==> config.mk <==
export PLATFORM = sky130hd
export DESIGN_NAME = pscb_stage_slice
export DESIGN_NICKNAME = d
export VERILOG_FILES = /design/src/rtl/pscb_pkg.sv /design/src/rtl/pscb_skid2.sv /design/src/rtl/pscb_stage_slice.sv
export SDC_FILE = /design/constraint.sdc
export NUM_CORES = 1
export LEC_CHECK = 0
export CORE_MARGIN = 5
export CORE_UTILIZATION = 35
export DETAILED_ROUTE_END_ITERATION = 7
export PLACE_DENSITY = 0.66
export SLEW_MARGIN = 25
export SYNTH_ARGS = -nofsm -noshare
export SYNTH_HDL_FRONTEND = slang
export SYNTH_SLANG_ARGS = --single-unit
==> constraint.sdc <==
create_clock -name i_clk -period 14.4 [get_ports i_clk]
set_input_delay 1.44 -clock i_clk [delete_from_list [all_inputs] [get_ports i_clk]]
set_output_delay 1.44 -clock i_clk [all_outputs]
set_load 0.01 [all_outputs]
==> src/rtl/pscb_pkg.sv <==
// Shared types and width helpers for the pass/switch-control generation network.
// Port widths are derived from these so every stage slice agrees on its layout.
package pscb_pkg;

    localparam int PSCB_TAG_W = 4;

    typedef logic [PSCB_TAG_W-1:0] pscb_tag_t;
    typedef logic [1:0]            pscb_occ_t;

    function automatic int pscb_stages(int inputs);
        return $clog2(inputs);
    endfunction

    function automatic int pscb_acc_w(int inputs, int stage_num);
        return (stage_num + 1) * (inputs / 2);
    endfunction

    // Accumulated input width; a 1-stage-wide dummy keeps stage 0 from having a zero-width port.
    function automatic int pscb_acc_in_w(int inputs, int stage_num);
        return ((stage_num < 1) ? 1 : stage_num) * (inputs / 2);
    endfunction

    function automatic int pscb_rem_w(int inputs, int stage_num);
        int rem;
        rem = pscb_stages(inputs) - 1 - stage_num;
        return ((rem < 1) ? 1 : rem) * (inputs / 2);
    endfunction

endpackage

==> src/rtl/pscb_skid2.sv <==
// Generic 2-entry skid buffer: main register drives the outputs, skid register absorbs one
// extra entry so o_ready can be a flop with no combinational path from i_ready.
module pscb_skid2
    import pscb_pkg::*;
#(
    parameter int WIDTH = 8
) (
    input  logic             i_clk,
    input  logic             i_rstn,
    input  logic             i_flush,
    input  logic             i_valid,
    output logic             o_ready,
    input  logic [WIDTH-1:0] i_data,
    output logic             o_valid,
    input  logic             i_ready,
    output logic [WIDTH-1:0] o_data,
    output pscb_occ_t        o_occ
);

    logic             r_main_vld;
    logic             r_skid_vld;
    logic [WIDTH-1:0] r_main;
    logic [WIDTH-1:0] r_skid;

    logic             w_acc;
    logic             w_drn;
    logic             w_main_ld;
    logic             w_skid_ld;
    logic [WIDTH-1:0] w_main_nxt;

    assign w_acc = i_valid & ~r_skid_vld;
    assign w_drn = r_main_vld & i_ready;

    // Main reloads when it fills from empty, or when a drain has something behind it.
    assign w_main_ld  = ~i_flush & ((w_acc & ~r_main_vld) | (w_drn & (w_acc | r_skid_vld)));
    assign w_skid_ld  = ~i_flush & w_acc & (w_drn ? r_skid_vld : r_main_vld);
    assign w_main_nxt = r_skid_vld ? r_skid : i_data;

    always_ff @(posedge i_clk or negedge i_rstn) begin
        if (!i_rstn) begin
            r_main_vld <= 1'b0;
            r_skid_vld <= 1'b0;
        end else if (i_flush) begin
            r_main_vld <= 1'b0;
            r_skid_vld <= 1'b0;
        end else begin
            r_main_vld <= r_main_vld ? (~w_drn | w_acc | r_skid_vld) : w_acc;
            r_skid_vld <= w_acc ? (w_drn ? r_skid_vld : r_main_vld) : (r_skid_vld & ~w_drn);
        end
    end

    always_ff @(posedge i_clk) begin
        if (w_main_ld) begin
            r_main <= w_main_nxt;
        end
        if (w_skid_ld) begin
            r_skid <= i_data;
        end
    end

    assign o_valid = r_main_vld;
    assign o_ready = ~r_skid_vld;
    assign o_data  = r_main;
    assign o_occ   = {r_main_vld & r_skid_vld, r_main_vld ^ r_skid_vld};

endmodule

==> src/rtl/pscb_stage_slice.sv <==
// Registered slice after one pscb_gen_stage: appends the stage's pass bits to the accumulated
// switch-control word and hands the remaining scb bits on to later stages.
module pscb_stage_slice
    import pscb_pkg::*;
#(
    parameter int INPUTS    = 32,
    parameter int STAGE_NUM = 0,
    parameter int TAG_W     = 4
) (
    input  logic                                          i_clk,
    input  logic                                          i_rstn,
    input  logic                                          i_flush,
    input  logic                                          i_valid,
    output logic                                          o_ready,
    input  logic [INPUTS-1:0]                             i_data,
    input  logic [INPUTS/2-1:0]                           i_pass,
    input  logic [pscb_acc_in_w(INPUTS, STAGE_NUM)-1:0]   i_acc,
    input  logic [pscb_rem_w(INPUTS, STAGE_NUM)-1:0]      i_scb_rem,
    input  logic [TAG_W-1:0]                              i_tag,
    output logic                                          o_valid,
    input  logic                                          i_ready,
    output logic [INPUTS-1:0]                             o_data,
    output logic [pscb_acc_w(INPUTS, STAGE_NUM)-1:0]      o_acc,
    output logic [INPUTS/2-1:0]                           o_scb_next,
    output logic [pscb_rem_w(INPUTS, STAGE_NUM)-1:0]      o_scb_rem,
    output logic [TAG_W-1:0]                              o_tag,
    output logic [1:0]                                    o_occ
);

    localparam int NODES  = INPUTS / 2;
    localparam int STAGES = pscb_stages(INPUTS);
    localparam int ACC_W  = pscb_acc_w(INPUTS, STAGE_NUM);
    localparam int REM_W  = pscb_rem_w(INPUTS, STAGE_NUM);
    localparam int PAY_W  = INPUTS + ACC_W + REM_W + TAG_W;

    logic [ACC_W-1:0] w_acc_in;
    logic [PAY_W-1:0] w_pay_in;
    logic [PAY_W-1:0] w_pay_out;
    logic [REM_W-1:0] w_rem;
    pscb_occ_t        w_occ;

    if (STAGE_NUM == 0) begin : g_first
        logic w_unused_acc;
        assign w_unused_acc = ^i_acc;
        assign w_acc_in     = i_pass;
    end else begin : g_later
        assign w_acc_in = {i_pass, i_acc};
    end

    assign w_pay_in = {i_data, w_acc_in, i_scb_rem, i_tag};

    pscb_skid2 #(
        .WIDTH (PAY_W)
    ) u_skid (
        .i_clk   (i_clk),
        .i_rstn  (i_rstn),
        .i_flush (i_flush),
        .i_valid (i_valid),
        .o_ready (o_ready),
        .i_data  (w_pay_in),
        .o_valid (o_valid),
        .i_ready (i_ready),
        .o_data  (w_pay_out),
        .o_occ   (w_occ)
    );

    assign o_occ  = w_occ;
    assign o_tag  = w_pay_out[TAG_W-1:0];
    assign w_rem  = w_pay_out[TAG_W +: REM_W];
    assign o_acc  = w_pay_out[TAG_W + REM_W +: ACC_W];
    assign o_data = w_pay_out[TAG_W + REM_W + ACC_W +: INPUTS];

    // The stored scb_rem is kept intact; consuming NODES bits per stage is pure wiring here.
    if (STAGE_NUM == STAGES - 1) begin : g_last
        logic w_unused_rem;
        assign w_unused_rem = ^w_rem;
        assign o_scb_next   = '0;
        assign o_scb_rem    = '0;
    end else begin : g_mid
        assign o_scb_next = w_rem[NODES-1:0];
        assign o_scb_rem  = w_rem >> NODES;
    end

endmodule
==> out/summary.txt, run 1 <==
Worst path max stage delay = 950 ps
Final hold violation count = 0
First-pass DRT Iterations = 4
Peak Freq = 0.2302 GHz
CTS resizes = 0
Metal3 WL = 1504 µm
Buf/Inv on CP = 3
Internal Power = 0.001219 W
Final antenna-violating net count = 0
Num CTS Buffers = 24
Run status = finished clean
Hold Path End = u_skid.o_data[26]
Compound-Gate Fraction of Synth Area = 0.3918%
Avg WL per Cell = 17.87 µm
Ant. Diodes = 0
XOR/XNOR Fraction of Synth Area = 0%
Longest Clk Path Bufs = 3
Post-Synth Adder-Cell Area = 0.1451%
CTS tree = built
DRC = 0
Fin nets = 787
Hold Path Class = flop to flop
Cells along the critical path = buf_4, inv_1, clkdlybuf4s50_1
First-pass GRT wire length = 27400 µm
Clock-pin slew on the worst setup and hold paths = 60 ps
Setup TNS = 0 ps
Count of hold-fix buffers inserted at cts = 0
Worst-Skew Late Latency = 500 ps
Die W = 167.0 µm
IO Count = 273
Reg power frac = 52.1%
DR vias/cell = 4.490
DR WL met2 = 8705 µm
Final Skew = 10.47 ps
Final core utilization = 49.75%
Num rows = 57
Grt ovf = 0
Initial DRC count = 197
Critical Path End Type = output pin
FF-to-FF path depth = 4
Top post-synthesis cells by area = edfxtp_1 81%, mux2_2 15%, buf_4 2.3%, dfrtp_1 0.58%, buf_2 0.17%
Worst vdd ir = 0.08347 mV
Gpl congestion = 0.7370
Worst path top cell family by delay = buffers and inverters
Sequential share of the synthesized area = 81.38%
Die area = 0.02787 mm²
Cell Pwr Density = 125.8 mW/mm²
Num Clock Sinks = 234
Area after DPL = 0.01133 mm²
Reg-to-Reg End = u_skid.r_skid[18]
Vias in the first global route = 4769
RSZ-0062 raised after global routing = no
Mapped cell area = 0.008622 mm²
Mux cell area share after synthesis = 15.15%
Crit path max fanout = 62
Die Height = 167.0 µm
Slew @ Worst Pin = 837.1 ps
Worst slew margin = 44.19%
Synth Register Bits = 234
Final instance area = 0.01210 mm²
Root Buffer = clkbuf_16
Post-Route M1 WL = 7131 µm
Area share of the largest cell type after synthesis = 80.80%
Largest family of logic cells by synthesized area = multiplexers
Lkg Pwr = 3.990 nW
Clk pwr share = 38.9%
Initial core utilization = 35.45%
Final Slew Violations = 0
Hold wc startpoint = u_skid.r_skid[26]
Core Area = 0.02432 mm²
Crit Path Class = flop to output pin
Hold depth = 1
Post-synthesis cell type count = 16
Max-cap violations = 0
Syn Inst Count = 392
R2R setup slack = 11100 ps
Final period utilization = 30.16%
Synth warnings = 0
Setup violators final = 0
Htree depth = 1
Max stage delay cell, worst path = dfrtp_4
Worst setup SP type = flop
Largest area contributor in the synthesized netlist = edfxtp_1
Gate power share = 9.0%
DP HPWL = 11760 µm
Vias = 4450
Final critical-path required period = 4343 ps
Reg2reg start = u_skid.r_skid_vld
Critical path required time = 12960 ps
Postcts setup bufs = 0
Critical path arrival = 2900 ps
Syn avg cell area = 21.99 µm²
IO Port Bufs = 240
Share of cells above drive strength 1 = 23.24%
Area delta synth->final = 40.33%
Pwr Total = 0.001522 W
Switching Power = 0.0003027 W
Switching Fraction = 19.89%
GRT Util Overall = 12.02%
Simple-gate area share of the yosys netlist = 0.3628%
Total wire length = 17710 µm
Max layer used = met4
Initial antenna violation count = 0
Largest net degree at the start of global routing = 63
[cell usage in the layout, fill, tap and decap left out, drive strengths merged]
cell type | Yosys | final
conb | 1 | 16
a21oi | 1 | 1
bufinv | 0 | 2
clkbuf | 0 | 31
nand2 | 1 | 1
o22ai | 1 | 1
nor4b | 1 | 1
inv | 2 | 3
ha | 1 | 1
clkinvlp | 0 | 1
edfxtp | 232 | 232
a221oi | 1 | 1
nand2b | 2 | 2
clkinv | 0 | 9
nor2b | 1 | 1
dfrtp | 2 | 2
clkdlybuf4s50 | 0 | 240
mux2 | 116 | 116
a211oi | 1 | 1
buf | 29 | 5
[sequential cells by signal, indices dropped and copies added (netlist names)]
| register | cells |
|---|---|
| u_skid.o_data | 116 |
| u_skid.r_skid | 116 |
| u_skid.o_valid | 1 |
| u_skid.r_skid_vld | 1 |
[area by class of cell]
cell class | count | area [µm²]
fillers | 1987 | 12220
flip-flops and latches | 234 | 7020
repair buffers | 245 | 2440
multi-input cells | 142 | 1461
clock buffers | 31 | 648.1
well taps | 324 | 405.4
clock inverters | 13 | 116.4
inverters | 2 | 7.507
[power by group through the flow]
stage | clock network (W) | logic, W | registers [W]
6_report | 0.000592 | 0.000137 | 0.000793
5_1_grt | 0.000646 | 0.000146 | 0.000795
4_1_cts | 0.000616 | 0.000139 | 0.000793
3_5_place_dp | 0 | 0.000139 | 0.000807
3_3_place_gp | 0 | 0.000135 | 0.000806
2_1_floorplan | 0 | 0.0000516 | 0.000817
[through the flow]
| stage | setup slack [ps] | std cells | hold slack, ps |
|---|---|---|---|
| after CTS | 9992 | 991 | 543.2 |
| final | 10060 | 991 | 544.8 |
| after detailed placement | 10140 | 947 | 530.4 |
| after floorplan | 111.5 | 407 | 523.1 |
| after global routing | 9882 | 991 | 555.3 |
| after global placement | 10230 | 947 | 529.5 |
[Yosys cell counts]
cell type	number
nand2_1	1
nor4b_1	1
o22ai_1	1
mux2_2	116
a211oi_1	1
buf_2	3
inv_1	2
buf_4	26
a221oi_2	1
edfxtp_1	232
a21oi_1	1
nor2b_1	1
ha_1	1
dfrtp_1	2
conb_1	1
nand2b_1	2
[how the worst max path moves through the flow]
stage                      startpoint           endpoint  slack (ps)  cells past startpoint
finish              u_skid.r_skid_vld            o_ready       10060                      3
detailed placement            i_valid  u_skid.r_skid[18]       10140                      5
global placement              i_valid  u_skid.r_skid[19]       10230                      5
floorplan                     i_valid   u_skid.r_skid[0]         110                      2
CTS                 u_skid.r_skid_vld            o_ready        9990                      3
global route        u_skid.r_skid_vld            o_ready        9880                      3
[routing by layer]
metal / vias up / GRT usage (%)
li1: 2041 / -
met1: 2193 / 14.93
met2: 188 / 20.31
met3: 28 / 4.172
met4: 0 / 2.846
met5: - / 0
[cell families after synthesis]
family,after synthesis
DFF,234
muxes,116
buffers and inverters,31
and+or+nand+nor,5
AOI/OAI and AO/OA,4
adders and majority gates,1
other,1
(Power assumes the default switching activity.)
==> run 2: changes to the inputs <==
==> constraint.sdc (replaced) <==
create_clock -name i_clk -period 3.9 [get_ports i_clk]
set_input_delay 0.39 -clock i_clk [delete_from_list [all_inputs] [get_ports i_clk]]
set_output_delay 0.39 -clock i_clk [all_outputs]
set_load 0.01 [all_outputs]
==> run 2 against run 1 <==
  * Sequential power rose to 3.7 times the previous value
  * Combinational power rose to 3.9 times the previous value
  * Via count up 0.13%
  * Wire length rose by 2.4%
  * Sequential share of layout area is 0.17 points lower
  * Register-to-register slack got worse by 9400 ps
  * First-iteration DRC count is 5.6% lower
  * Clock power rose to 3.7 times the previous value
  * Power increased to 3.7 times the previous value
==> out/summary.txt, run 2 (synthesized netlist as in run 1, its figures left out) <==
Critical Path End Type = output pin
Worst setup SP type = flop
Die area = 0.02787 mm²
Postcts setup bufs = 0
Grt ovf = 0
Ant. Diodes = 0
First-pass GRT wire length = 27660 µm
Max stage delay cell, worst path = buf_4
Run status = finished clean
Fill cell count = 1997
Worst-Skew Late Latency = 500 ps
Slew @ Worst Pin = 946.2 ps
Largest net degree at the start of global routing = 72
DR vias/cell = 4.492
Peak Freq = 0.3996 GHz
Worst path max stage delay = 520 ps
Htree depth = 1
RSZ-0062 raised after global routing = no
Initial antenna violation count = 0
Reg2reg start = u_skid.r_skid_vld
First-pass DRT Iterations = 4
Most frequent cells in the layout = 240 x clkdlybuf4s50_1, 232 x edfxtp_1, 116 x mux2_2
Worst slew margin = 36.92%
DRC = 0
Area of the multi-input gates = 0.001478 mm²
Worst vdd ir = 0.2224 mV
Max-cap violations = 0
Final critical-path required period = 2502 ps
Avg WL per Cell = 18.28 µm
Vias in the first global route = 4769
Num Clock Sinks = 234
Share of cells above drive strength 1 = 23.95%
Count of hold-fix buffers inserted at cts = 0
Gpl congestion = 0.7404
Crit Path Class = flop to output pin
Final hold violation count = 0
Lkg Pwr = 4.018 nW
Fin nets = 789
Final hold slack = 47.90 ps
Initial DRC count = 186
Core Area = 0.02432 mm²
Area delta synth->final = 40.75%
Stages on worst setup path = 3
Total wire length = 18130 µm
Final antenna-violating net count = 0
DP HPWL = 12270 µm
Vias = 4456
Crit path max fanout = 49
CTS resizes = 0
Critical Path Source = u_skid.r_skid_vld
Cells along the critical path = buf_4, inv_1, clkdlybuf4s50_1
Switching Power = 0.001145 W
Setup TNS = 0 ps
Register Area = 0.007020 mm²
GRT Util Overall = 12.24%
Setup violators final = 0
Longest Clk Path Bufs = 3
Internal Power = 0.004501 W
Reg power frac = 51.6%
Num CTS Buffers = 25
Cell Pwr Density = 465.2 mW/mm²
Buf/Inv on CP = 3
Commonest non-fill, non-tap cell in the layout = clkdlybuf4s50_1
Critical path arrival = 2110 ps
FF-to-FF path depth = 3
Final Non-Filler Cells = 992
Gate power share = 9.4%
Final Slew Violations = 0
Final period utilization = 64.17%
Worst path top cell family by delay = buffers and inverters
Num rows = 57
CTS tree = built
Critical Path Sink = o_ready
Clock-pin slew on the worst setup and hold paths = 60 ps
Switching Fraction = 20.28%
Final core utilization = 49.90%
Root Buffer = clkbuf_16
Hold Path Class = input pin to async pin
Die Height = 167.0 µm
Die W = 167.0 µm
R2R setup slack = 1750 ps
IO Port Bufs = 240
Clk pwr share = 39.0%
Inst Count DP = 948
Initial core utilization = 35.45%
Final Skew = 4.501 ps
Critical path required time = 3510 ps
Reg-to-Reg End = u_skid.r_skid[86]
IO Count = 273
run 2: power by group through the flow:
stage	Combinational [W]	Clock (W)	Sequential, W
6_report	0.000531	0.00220	0.00291
3_5_place_dp	0.000536	0	0.00297
5_1_grt	0.000564	0.00240	0.00292
3_3_place_gp	0.000523	0	0.00296
2_1_floorplan	0.000194	0	0.00301
4_1_cts	0.000539	0.00229	0.00291
run 2: worst min path at each step:
stage | startpoint | endpoint | slack, ps
6_report | i_rstn | u_skid.r_skid_vld | 50
5_1_grt | i_rstn | u_skid.r_skid_vld | 30
3_5_place_dp | u_skid.r_skid[50] | u_skid.o_data[50] | 530
2_1_floorplan | i_rstn | u_skid.o_valid | 90
4_1_cts | i_rstn | u_skid.r_skid_vld | 20
3_3_place_gp | u_skid.r_skid[2] | u_skid.o_data[2] | 530
run 2: per-stage QoR:
stage,worst slack [ps],area [µm²],power [W]
2_1_floorplan,-1018,8716,0.003200
3_3_place_gp,1464,11370,0.003484
3_5_place_dp,1397,11370,0.003501
4_1_cts,1347,12140,0.005738
5_1_grt,1278,12140,0.005886
6_report,1398,12140,0.005646
run 2: per-layer routing:
metal | wire (µm) | global-route usage (%) | part of all wire (%) | up-vias
li1 | - | - | - | 2050
met1 | 7363 | 15.44 | 41 | 2212
met2 | 8695 | 19.95 | 48 | 166
met3 | 1685 | 4.622 | 9.3 | 28
met4 | 389 | 3.308 | 2.1 | 0
met5 | 0 | 0 | 0 | -
run 2: worst register-to-register path: cells and delay by family (launching register included):
kind                   cells  cell delay (ps)
flip-flops                 1              500
buffers and inverters      1              730
AND/OR/NAND/NOR            2              480
run 2: area by class of cell:
type,instances,area share (%)
multi-input combinational,142,12.18
tap,324,3.341
clock inverter,16,1.052
clock buffer,28,5.248
inverter,2,0.06186
timing repair buffer,246,20.27
sequential,234,57.85
